**config.mk**
```make
export PLATFORM = sky130hd
export DESIGN_NAME = rr_grant_arbiter
export DESIGN_NICKNAME = d
export VERILOG_FILES = /design/src/rtl/arb_pkg.sv /design/src/rtl/onehot2bin.sv /design/src/rtl/rr_pick.sv /design/src/rtl/rr_grant_arbiter.sv
export SDC_FILE = /design/constraint.sdc
export NUM_CORES = 1
export LEC_CHECK = 0
export CORE_MARGIN = 8
export CORE_UTILIZATION = 37
export DETAILED_ROUTE_END_ITERATION = 16
export PLACE_DENSITY = 0.68
export SYNTH_ARGS = -nofsm -noshare
export SYNTH_HDL_FRONTEND = slang
export SYNTH_SLANG_ARGS = --single-unit
```
**constraint.sdc**
```tcl
create_clock -name clk -period 4.1 [get_ports clk]
set_input_delay 0.615 -clock clk [delete_from_list [all_inputs] [get_ports clk]]
set_output_delay 0.615 -clock clk [all_outputs]
set_load 0.005 [all_outputs]
```
**src/rtl/arb_pkg.sv**
```systemverilog
// Shared types and constants for the round-robin grant arbiter.
package arb_pkg;

  // Arbiter FSM: IDLE holds no grant, BUSY holds exactly one grant.
  typedef enum logic {
    IDLE = 1'b0,
    BUSY = 1'b1
  } arb_state_e;

  // Default maximum hold time when grant timeout is compiled in.
  localparam int DEFAULT_MAX_HOLD = 16;

  // Width of a binary requester index; never narrower than one bit.
  function automatic int idx_width(input int n);
    return (n <= 2) ? 1 : $clog2(n);
  endfunction

endpackage

```
**src/rtl/onehot2bin.sv**
```systemverilog
// One-hot to binary encoder. An all-zero input encodes to 0.
module onehot2bin #(
  parameter int N = 8,
  parameter int W = arb_pkg::idx_width(N)
) (
  input  logic [N-1:0] onehot,
  output logic [W-1:0] bin
);

  // OR together the indices of all set bits; exact for a one-hot input.
  always_comb begin
    bin = '0;
    for (int i = 0; i < N; i++) begin
      if (onehot[i]) bin = bin | W'(i);
    end
  end

endmodule

```
**src/rtl/rr_pick.sv**
```systemverilog
// Masked priority picker: returns the first set bit of req at or above
// ptr, wrapping from N-1 back to 0. Purely combinational.
module rr_pick
  import arb_pkg::*;
#(
  parameter int N = 8,
  parameter int W = idx_width(N)
) (
  input  logic [N-1:0] req,
  input  logic [W-1:0] ptr,
  output logic [N-1:0] pick
);

  logic [N-1:0] mask;
  logic [N-1:0] masked;

  // Two-pass search: lowest bit of the requests at/above ptr, otherwise
  // the lowest bit of all requests (the wrapped-around pass).
  always_comb begin
    mask   = {N{1'b1}} << ptr;
    masked = req & mask;
    if (|masked) pick = masked & (~masked + N'(1));
    else         pick = req & (~req + N'(1));
  end

endmodule

```
**src/rtl/rr_grant_arbiter.sv**
```systemverilog
// Round-robin grant arbiter with locked (held) grants.
// Optional macros:
//   ARB_TIMEOUT_EN - revoke a grant held for MAX_HOLD cycles and pulse preempt.
//   USE_POWER_PINS - adds vccd1/vssd1 supply pins.
// Handshake: a requester raises req[i] and keeps it high for as long as it
// needs the slot; it owns the slot while grant[i] is high and releases it
// by dropping req[i]. Other requests are ignored while a grant is held.
// state_dbg/ptr_dbg expose the FSM state and rotation pointer for checkers.
module rr_grant_arbiter
  import arb_pkg::*;
#(
  parameter int N        = 8,
  parameter int MAX_HOLD = DEFAULT_MAX_HOLD,
  parameter int W        = idx_width(N)
) (
`ifdef USE_POWER_PINS
  inout  wire          vccd1,
  inout  wire          vssd1,
`endif
  input  logic         clk,
  input  logic         rst_n,
  input  logic [N-1:0] req,
  output logic [N-1:0] grant,
  output logic [W-1:0] grant_idx,
  output logic         grant_valid,
  output logic         preempt,
  output arb_state_e   state_dbg,
  output logic [W-1:0] ptr_dbg
);

  arb_state_e   state;
  logic [W-1:0] ptr;
  logic [N-1:0] others;
  logic [N-1:0] pick_req;
  logic [W-1:0] pick_ptr;
  logic [N-1:0] pick;
  logic [W-1:0] ptr_next;
  logic         owner_req;
  logic         timeout;
  logic         release_now;

`ifdef ARB_TIMEOUT_EN
  logic [15:0]  hold_cnt;
  logic         preempt_q;
`endif

  // Binary index of the registered grant, so grant_idx is flop-derived.
  onehot2bin #(.N(N), .W(W)) u_enc (
    .onehot (grant),
    .bin    (grant_idx)
  );

  // Arbitration candidates: from IDLE search all requests from ptr; on a
  // release/revoke search everyone but the owner from the slot after it.
  always_comb begin
    others      = req & ~grant;
    owner_req   = |(req & grant);
    ptr_next    = grant_idx + W'(1);
`ifdef ARB_TIMEOUT_EN
    timeout     = owner_req && (hold_cnt == 16'(MAX_HOLD - 1));
`else
    timeout     = 1'b0;
`endif
    release_now = !owner_req || timeout;
    pick_req    = (state == IDLE) ? req : others;
    pick_ptr    = (state == IDLE) ? ptr : ptr_next;
  end

  rr_pick #(.N(N), .W(W)) u_pick (
    .req  (pick_req),
    .ptr  (pick_ptr),
    .pick (pick)
  );

  // FSM, registered grant, rotation pointer and (optionally) hold timer.
  always_ff @(posedge clk or negedge rst_n) begin
    if (!rst_n) begin
      state     <= IDLE;
      grant     <= '0;
      ptr       <= '0;
`ifdef ARB_TIMEOUT_EN
      hold_cnt  <= '0;
      preempt_q <= 1'b0;
`endif
    end else begin
`ifdef ARB_TIMEOUT_EN
      preempt_q <= 1'b0;
`endif
      case (state)
        IDLE: begin
          if (|req) begin
            grant <= pick;
            state <= BUSY;
`ifdef ARB_TIMEOUT_EN
            hold_cnt <= '0;
`endif
          end
        end
        BUSY: begin
          if (release_now) begin
            ptr <= ptr_next;
            if (|others) begin
              grant <= pick;
            end else begin
              grant <= '0;
              state <= IDLE;
            end
`ifdef ARB_TIMEOUT_EN
            hold_cnt  <= '0;
            preempt_q <= timeout;
`endif
          end else begin
`ifdef ARB_TIMEOUT_EN
            hold_cnt <= hold_cnt + 16'd1;
`endif
          end
        end
        default: begin
          state <= IDLE;
          grant <= '0;
        end
      endcase
    end
  end

  // Flop-derived outputs only; nothing here depends on req.
  always_comb begin
    grant_valid = |grant;
    state_dbg   = state;
    ptr_dbg     = ptr;
`ifdef ARB_TIMEOUT_EN
    preempt     = preempt_q;
`else
    preempt     = 1'b0;
`endif
  end

endmodule
```
* Yosys cells after proc, flatten, opt, wreduce, memory -nomap -nowiden
Cells that the tools add are included.
** Cells by class
- $add $sub $neg :: 3
- Equal/unequal tests :: 2
- Shift-type cells :: 1
- Multiplexer cells :: 18
- Bitwise logic cells :: 10
- Reductions and logical operators :: 7
** Operators with widths (number)
- $and 8x8->8 :: 5
- $mux 8 :: 5
- $reduce_or 8->1 :: 5
- $not 8->8 :: 3
- $add 8x1->8 const B :: 2
- $pmux 8 s2 :: 1
- $mux 3 :: 5
- $shl 8x3->8 const A :: 1
- $mux 1 :: 4
- $mux 2 :: 2
- $reduce_and 2->1 :: 2
- $add 3x1->3 const B :: 1
- $ne 2x1->1 const B :: 1
- $ne 2x2->1 const B :: 1
- $not 1->1 :: 2
- $pmux 1 s2 :: 1
** Storage, ports and cells
- Register bits :: 12
- Input bits :: 10
- Logic and storage cells :: 44

* Longest topological paths before layout
Gate-level depths: netlist (run 1).
- Depth after elaboration :: 18
- Depth in mapped cells :: 10
- Mapped depth without buffers :: 9

* Hierarchy
A second synthesis (run 1) with hierarchy kept.
** Unflattened totals
- Cell total of the unflattened synthesis :: 127
- Area, all modules :: 1104.8 µm²
** Modules (own cells, without submodules)
- rr_grant_arbiter :: times used 1, cells an instance 84, area each 807.0 µm², seq. area each 300.3 µm²
- rr_pick :: times used 1, cells an instance 40, area each 275.3 µm², seq. area each 0.0 µm²
- onehot2bin :: times used 1, cells an instance 3, area each 22.5 µm², seq. area each 0.0 µm²

* Least setup slack after synthesis (run 1)
OpenSTA, ideal clock, no wires.
- Kind :: register to register
- Start point :: register grant[3]
- End point :: register grant[1]
- Arrival :: 2.730 ns
- Required time :: 4.010 ns
- Path slack :: 1.280 ns
- Stages on the path, launching flop included :: 10
- Buffers on the path :: 1
- Clock period less this slack :: 2.820 ns
- Cell sequence :: dfrtp_1 > clkbuf_1 > or4_1 > ha_1 > nor2_1 > a41o_1 > o311a_4 > a211oi_4 > nand3_1 > o221ai_1
** Between the ends
- Cells in the longest elaborated chain, start to end :: 16
- Elaborated cells on any way between the ends :: 26
- Those cells by class :: 2 x add/sub; 1 x eq/ne; 1 x shift; 12 x mux; 6 x bitwise; 4 x reduce/logical
** RTL lines
- start, declared :: RTL line rr_grant_arbiter.sv:23 : output logic [N-1:0] grant,
- start signal, assigned :: RTL line rr_grant_arbiter.sv:92 : grant <= pick;
- start signal, assigned :: RTL line rr_grant_arbiter.sv:103 : grant <= pick;
- $mux 2 * :: RTL line onehot2bin.sv:14 : if (onehot[i]) bin = bin | W'(i);
- $mux 3 * (4 in series) :: RTL line onehot2bin.sv:14
- net grant_idx[1] :: RTL line rr_grant_arbiter.sv:24 : output logic [W-1:0] grant_idx,
- $add 3x1->3 * :: RTL line rr_grant_arbiter.sv:58 : ptr_next = grant_idx + W'(1);
- net ptr_next[1] :: RTL line rr_grant_arbiter.sv:37 : logic [W-1:0] ptr_next;
- $mux 3 * :: RTL line rr_grant_arbiter.sv:66 : pick_ptr = (state == IDLE) ? ptr : ptr_next;
- $shl 8x3->8 * :: RTL line rr_pick.sv:20 : mask = {N{1'b1}} << ptr;
- $and 8x8->8 * :: RTL line rr_pick.sv:21 : masked = req & mask;
- $not 8->8 :: RTL line rr_pick.sv:22 : if (|masked) pick = masked & (~masked + N'(1));
- $add 8x1->8 :: RTL line rr_pick.sv:22
- $and 8x8->8 :: RTL line rr_pick.sv:22
- $mux 8 * :: RTL line rr_pick.sv:22
- $mux 8 :: RTL line rr_grant_arbiter.sv:102 : if (|others) begin
- $mux 8 :: RTL line rr_grant_arbiter.sv:100 : if (release_now) begin
- $pmux 8 s2 * :: RTL line rr_grant_arbiter.sv:89 : case (state)
Mark *: on every way through the listed nets, which the timed path passes. The rest lies on a longest branch. The select of a mux whose other input is x is not followed.
A chain may end at the register's enable or synchronous reset.

* Worst setup path after layout (run 1)
- Start point :: register grant[7]
- End point :: register grant[1]
** Between the ends
- Cells in the longest elaborated chain, start to end :: 12
- Elaborated cells on any way between the ends :: 22
- Those cells by class :: 2 x add/sub; 1 x eq/ne; 1 x shift; 8 x mux; 6 x bitwise; 4 x reduce/logical
** RTL lines (RTL line)
- $mux 3 * :: onehot2bin.sv:14
- $add 3x1->3 * :: rr_grant_arbiter.sv:58
- net ptr_next[1] :: rr_grant_arbiter.sv:37
- $mux 3 * :: rr_grant_arbiter.sv:66
- $shl 8x3->8 * :: rr_pick.sv:20
- $and 8x8->8 * :: rr_pick.sv:21
- $not 8->8 :: rr_pick.sv:22
- $add 8x1->8 :: rr_pick.sv:22
- $and 8x8->8 :: rr_pick.sv:22
- $mux 8 * :: rr_pick.sv:22
- $mux 8 :: rr_grant_arbiter.sv:102
- $mux 8 :: rr_grant_arbiter.sv:100
- $pmux 8 s2 * :: rr_grant_arbiter.sv:89
Marked as above.

==> impl_metrics.json, run 1 <==
{
  "final_max_slew_viol_count": 0,
  "fmax_ghz": 0.334,
  "crit_path_start_kind": "flop",
  "fin_crit_sh_pct": 73.0,
  "syn_to_final_growth_pct": 28.3,
  "dr.pass1.iters": 5,
  "grt_max_degree": 26,
  "final_util_pct": 48.0,
  "routed_wl_um": 3290,
  "totalPowerFinal_mw": 1.19,
  "num_antenna_cells": 0,
  "cts_made_buffers": 3,
  "grt_pass1_wl_um": 5490,
  "gp_congestion": 0.936,
  "p_leak_nw": 0.595,
  "hold_class": "reg2reg",
  "grt-ovfl-total": 0,
  "rr_startpoint": "grant[7]$_DFFE_PN0P_",
  "synthArstFlopShare_pct": 100,
  "status": "complete, no violations",
  "post_cts_buffers": 0,
  "core_sq_um": 2950,
  "rrSetupSlack_ns": 1.11,
  "fin_hold_ws_ns": 0.577,
  "drc_errors": 0,
  "cts_tree": "built",
  "synth_warnings": 0,
  "detail_route.wl_per_cell_um": 17.4,
  "synth_cells": 131,
  "end_kind": "flop",
  "max-slew-margin-rel_pct": 51.5,
  "worst_ir_drop_vdd_v": 0.000430,
  "cts.sinks": 12,
  "gr-usage-all-layers_pct": 13.4,
  "finalHoldViolations": 0,
  "skew_ns": 0.000720,
  "antenna_found_initial": 0,
  "syn_nets": 142,
  "cp-endpoint": "grant[1]$_DFFE_PN0P_",
  "cts-resized-gates": 0,
  "reg2regPathDepth": 8,
  "rows": 20,
  "insertion_delay_ns": 0.27,
  "hold_buffers": 0,
  "final-setup-viol-count": 0,
  "die_height_um": 70.6,
  "drive_gt1_share_pct": 12.2,
  "post-dp-hpwl_um": 2610,
  "start_util_pct": 37.4,
  "grt_pass1_vias": 1128,
  "setup_tns_ns": 0,
  "rr_endpoint": "grant[1]$_DFFE_PN0P_",
  "power_per_cell_area_nw_per_um2": 839,
  "crit_type": "reg2reg",
  "ys_seq_elements": 12,
  "dieArea_sq_um": 4990,
  "clk_pin_slew_ns": 0.07,
  "avgSynthCellArea_sq_um": 8.43,
  "synth_area_sq_um": 1100,
  "post-route-min-period_ns": 2.99,
  "h-tree-depth": 1,
  "avgViaCountPerCell": 6.05,
  "startpoint": "grant[7]$_DFFE_PN0P_",
  "ys_seq_area_share_pct": 27.2,
  "crit_fanout": 8,
  "arrival_ns": 3.18,
  "root_buffer": "clkbuf_4",
  "synth_enable_flop_cells": 0,
  "worst_pin_slew_ns": 0.728,
  "synthFlopType": "dfrtp_1",
  "final_nets": 168,
  "vias": 1144,
  "rsz0062_at_grt": "false",
  "die_w_um": 70.6,
  "io_buffers": 25,
  "yosysUniqueCellTypes": 50,
  "drtIter0Drc": 121,
  "drv_cap": 0,
  "antenna_left": 0,
  "ios": 27,
  "crit_required_ns": 4.28,
  "holdPathStages": 1,
  "clock_path_buffers": 2
}
[cell usage in the layout, fill, tap and decap left out, drive strengths merged, types with 2 or more instances in the layout]
cell / netlist / routed
nand3: 3 / 3
mux2: 3 / 3
a311oi: 2 / 2
o221ai: 2 / 2
or3: 3 / 3
o31ai: 2 / 2
a211oi: 2 / 2
clkdlybuf4s50: 0 / 25
nor3b: 2 / 2
a32oi: 3 / 3
dfrtp: 12 / 12
clkbuf: 3 / 4
nor2: 8 / 8
o41ai: 2 / 2
a21oi: 5 / 5
a22oi: 2 / 2
a41o: 2 / 2
nor4: 7 / 7
o21ai: 5 / 5
inv: 11 / 11
nand2b: 3 / 3
o22ai: 2 / 2
nand2: 25 / 25
[critical path, cell delays in order (launching register included)]
cell and delay (ns):
dfrtp_1 0.52, or4_1 0.59, ha_1 0.46, nor2_1 0.06, a41o_1 0.29, o311a_4 0.34, a211oi_4 0.27, nand3_1 0.16
o221ai_1 0.22
[sequential cells by signal, indices dropped and copies added, names as in the netlist]
signal / cells
state_dbg: 1
grant: 8
ptr_dbg: 3
[how the worst min path moves through the flow]
stage | from | endpoint | slack, ns
6_report | ptr_dbg[2]$_DFFE_PN0P_ | ptr_dbg[2]$_DFFE_PN0P_ | 0.58
3_3_place_gp | ptr_dbg[2]$_DFFE_PN0P_ | ptr_dbg[2]$_DFFE_PN0P_ | 0.54
3_5_place_dp | ptr_dbg[2]$_DFFE_PN0P_ | ptr_dbg[2]$_DFFE_PN0P_ | 0.56
4_1_cts | ptr_dbg[2]$_DFFE_PN0P_ | ptr_dbg[2]$_DFFE_PN0P_ | 0.58
2_1_floorplan | rst_n | grant[0]$_DFFE_PN0P_ | 0.32
5_1_grt | ptr_dbg[0]$_DFFE_PN0P_ | ptr_dbg[0]$_DFFE_PN0P_ | 0.62
[cell type report]
class	count	area, sq um
Fill cell	297	1540
Multi-Input combinational cell	103	741
Sequential cell	12	300
Timing Repair Buffer	26	258
Inverter	11	41.3
Tap cell	33	41.3
Clock buffer	4	36.3
[synth_stat cells, types with 2 or more instances]
cell type | n | area [sq um]
nand2b_1 | 3 | 18.8
a32oi_1 | 3 | 26.3
nand2_1 | 25 | 93.8
clkbuf_1 | 3 | 11.3
a21oi_1 | 5 | 25.0
dfrtp_1 | 12 | 300
a41o_1 | 2 | 20.0
o221ai_1 | 2 | 17.5
nand3_1 | 3 | 15.0
o21ai_0 | 3 | 15.0
or3_1 | 3 | 18.8
nor4_1 | 5 | 31.3
nor3b_1 | 2 | 15.0
o22ai_1 | 2 | 12.5
inv_1 | 10 | 37.5
a22oi_1 | 2 | 15.0
mux2_2 | 3 | 33.8
o21ai_1 | 2 | 10.0
o31ai_1 | 2 | 15.0
nor2_1 | 8 | 30.0
nor4_4 | 2 | 42.5
[per-layer routing]
metal / GRT usage, % / vias up / share of wire (%)
li1: - / 551 / -
met1: 17.2 / 526 / 44
met2: 20.6 / 59 / 45
met3: 3.95 / 8 / 9.8
met4: 4.62 / 0 / 0.61
met5: 0 / - / 0
[stage by stage]
stage                     area [sq um]  worst slack, ns  instances
final                             1420             1.11        189
after global routing              1420            0.923        189
after CTS                         1420             1.12        189
after detailed placement          1380             1.12        185
after global placement            1380             1.21        185
after floorplan                   1100             1.28        131
[cell families after synthesis]
kind of cell / after synthesis / share of synthesized area (%)
XOR/XNOR: 1 / 0.793
buffers and inverters: 16 / 5.78
other: 1 / 0.339
multiplexers: 3 / 3.06
flip-flops: 12 / 27.2
AND/OR/NAND/NOR: 57 / 28.2
AO/OA/AOI/OAI: 40 / 33.5
adder cells (fa/ha/maj): 1 / 1.13
[report_power, final]
group | leakage, nW | switching [mW] | internal [mW]
clock network | 0.0210 | 0.0390 | 0.0540
registers | 0.152 | 0.0768 | 0.158
logic | 0.422 | 0.437 | 0.424
No activity file was read; power rests on OpenSTA's default activity.
==> run 2: changes to the inputs <==
- PLACE_DENSITY: 0.68 -> 0.7
- clock period: 4.1 -> 2.6 ns (I/O delays scaled with it)
==> run 2 against run 1 <==
Against the previous run:
- the flow now finishes with violations (setup timing)
- count of clock-buffer cells in the layout did not move
- cell count rose by 11%
- sequential share of layout area fell by 3.0 points
- register-to-register slack got worse by 1.1 ns
- core utilization rose by 8.1 points
- clock power rose by 36%
- non-clock buffer count rose by 20
- global-route usage rose by 2.5 points
- combinational power rose by 120%
- largest cell class unchanged
==> impl_metrics.json, run 2 (synthesis results as in run 1) <==
{
  "grt-ovfl-total": 0,
  "fmax_ghz": 0.379,
  "cts_tree": "built",
  "grt_pass1_wl_um": 6470,
  "grt_pass1_vias": 1340,
  "crit_type": "reg2reg",
  "clock_path_buffers": 2,
  "start_util_pct": 37.4,
  "final_cells": 209,
  "drc_errors": 0,
  "vias": 1312,
  "setup_slack_ns": -0.0388,
  "final_max_slew_viol_count": 0,
  "antenna_left": 0,
  "post-dp-hpwl_um": 3030,
  "status": "finished, violations left",
  "fin_crit_sh_pct": 101,
  "end_kind": "flop",
  "final-setup-viol-count": 1,
  "layout_common_cells": "clkdlybuf4s50_1 (25), nand2_1 (24), buf_4 (20)",
  "ios": 27,
  "cts_made_buffers": 3,
  "io_buffers": 25,
  "arrival_ns": 2.83,
  "routed_wl_um": 3920,
  "avgViaCountPerCell": 6.28,
  "drive_gt1_share_pct": 27.3,
  "max-slew-margin-rel_pct": 56.8,
  "dieArea_sq_um": 4990,
  "dr.pass1.iters": 5,
  "skew_ns": 0.0160,
  "die_w_um": 70.6,
  "crit_path_start_kind": "flop",
  "gp_congestion": 0.904,
  "violations": "setup timing",
  "cts.sinks": 12,
  "crit_required_ns": 2.79,
  "top_register": "grant",
  "antenna_found_initial": 0,
  "crit_fanout": 3,
  "root_buffer": "clkbuf_4",
  "worst_pin_slew_ns": 0.642,
  "syn_to_final_growth_pct": 50.1,
  "gr-usage-all-layers_pct": 15.8,
  "rrSetupSlack_ns": -0.04,
  "die_height_um": 70.6,
  "num-fill-cells": 263,
  "p_leak_nw": 0.711,
  "detail_route.wl_per_cell_um": 18.7,
  "totalPowerFinal_mw": 2.35,
  "num_antenna_cells": 0,
  "rows": 20,
  "final_common_cell": "clkdlybuf4s50_1",
  "rsz0062_at_grt": "true",
  "grt_max_degree": 15,
  "place_ws_ns": -0.0373,
  "worst_ir_drop_vdd_v": 0.000785,
  "dp_cells": 201,
  "drtIter0Drc": 173,
  "final_nets": 188,
  "power_per_cell_area_nw_per_um2": 1420,
  "h-tree-depth": 1,
  "core_sq_um": 2950,
  "hold_class": "in2async",
  "insertion_delay_ns": 0.28,
  "post-route-min-period_ns": 2.64,
  "finalHoldViolations": 0,
  "largest_reg_flops": 8,
  "drv_cap": 0,
  "clk_pin_slew_ns": 0.09
}
run 2: cell types whose count changed in the layout (fill, tap and decap cells not counted), sizes merged:
cell,previous run,this run
buf,1,21
run 2: worst paths after layout:
path,to,from,depth (start not counted)
worst min-delay path,ptr_dbg[1]$_DFFE_PN0P_,rst_n,1
worst max-delay path,grant[1]$_DFFE_PN0P_,grant[7]$_DFFE_PN0P_,8
worst min register to register,ptr_dbg[2]$_DFFE_PN0P_,ptr_dbg[2]$_DFFE_PN0P_,1
max in group asynchronous,grant[7]$_DFFE_PN0P_,rst_n,1
min in group clk,ptr_dbg[2]$_DFFE_PN0P_,ptr_dbg[2]$_DFFE_PN0P_,1
worst max register to register,grant[1]$_DFFE_PN0P_,grant[7]$_DFFE_PN0P_,8
run 2: power by group:
| group | leakage, nW | switching, mW | internal, mW |
|---|---|---|---|
| Sequential | 0.150 | 0.0710 | 0.252 |
| Combinational | 0.546 | 0.927 | 0.976 |
| Clock | 0.0150 | 0.0661 | 0.0595 |
| Total | 0.711 | 1.06 | 1.29 |
run 2: final cells by class:
| class | count | area (sq um) | share of cell area (%) |
|---|---|---|---|
| clock buffers | 4 | 26.3 | 1.58 |
| inverters | 11 | 41.3 | 2.49 |
| repair buffers | 46 | 412 | 24.8 |
| flip-flops and latches | 12 | 302 | 18.2 |
| well taps | 33 | 41.3 | 2.49 |
| multi-input cells | 103 | 836 | 50.4 |
run 2: critical path: stages, from the launching register on:
cell and delay (ns):
dfrtp_2 0.43, or4_4 0.55, ha_4 0.19, buf_6 0.12, xnor2_4 0.15, o41ai_4 0.45, nand2_1 0.16, or3_1 0.35
o221ai_2 0.15
run 2: metrics by stage:
| stage | cell area [sq um] | hold WS (ns) | TNS [ns] | utilization [%] |
|---|---|---|---|---|
| after floorplan | 1130 | 0.0944 | 0 | - |
| after global placement | 1520 | 0.545 | 0 | 51.4 |
| after detailed placement | 1520 | 0.551 | -0.0475 | 51.4 |
| after CTS | 1590 | 0.484 | -0.0122 | 53.8 |
| after global routing | 1660 | 0.503 | -0.321 | 56.1 |
| final | 1660 | 0.455 | -0.0388 | 56.1 |
run 2: metal layers:
layer  vias up  part of all wire, %  track usage, %
met3        17                  8.5            3.39
met2        85                   47            24.7
met4         0                  2.2            6.47
met5         -                    0               0
li1        593                    -               -
met1       617                   42            20.5
run 2: timing repair:
action | CTS | global route
resized for setup | 5 | 8
pin swaps | 3 | 15
setup buffers | 2 | 2
hold buffers | 0 | 0
endpoints found under the setup margin | 5 | 8
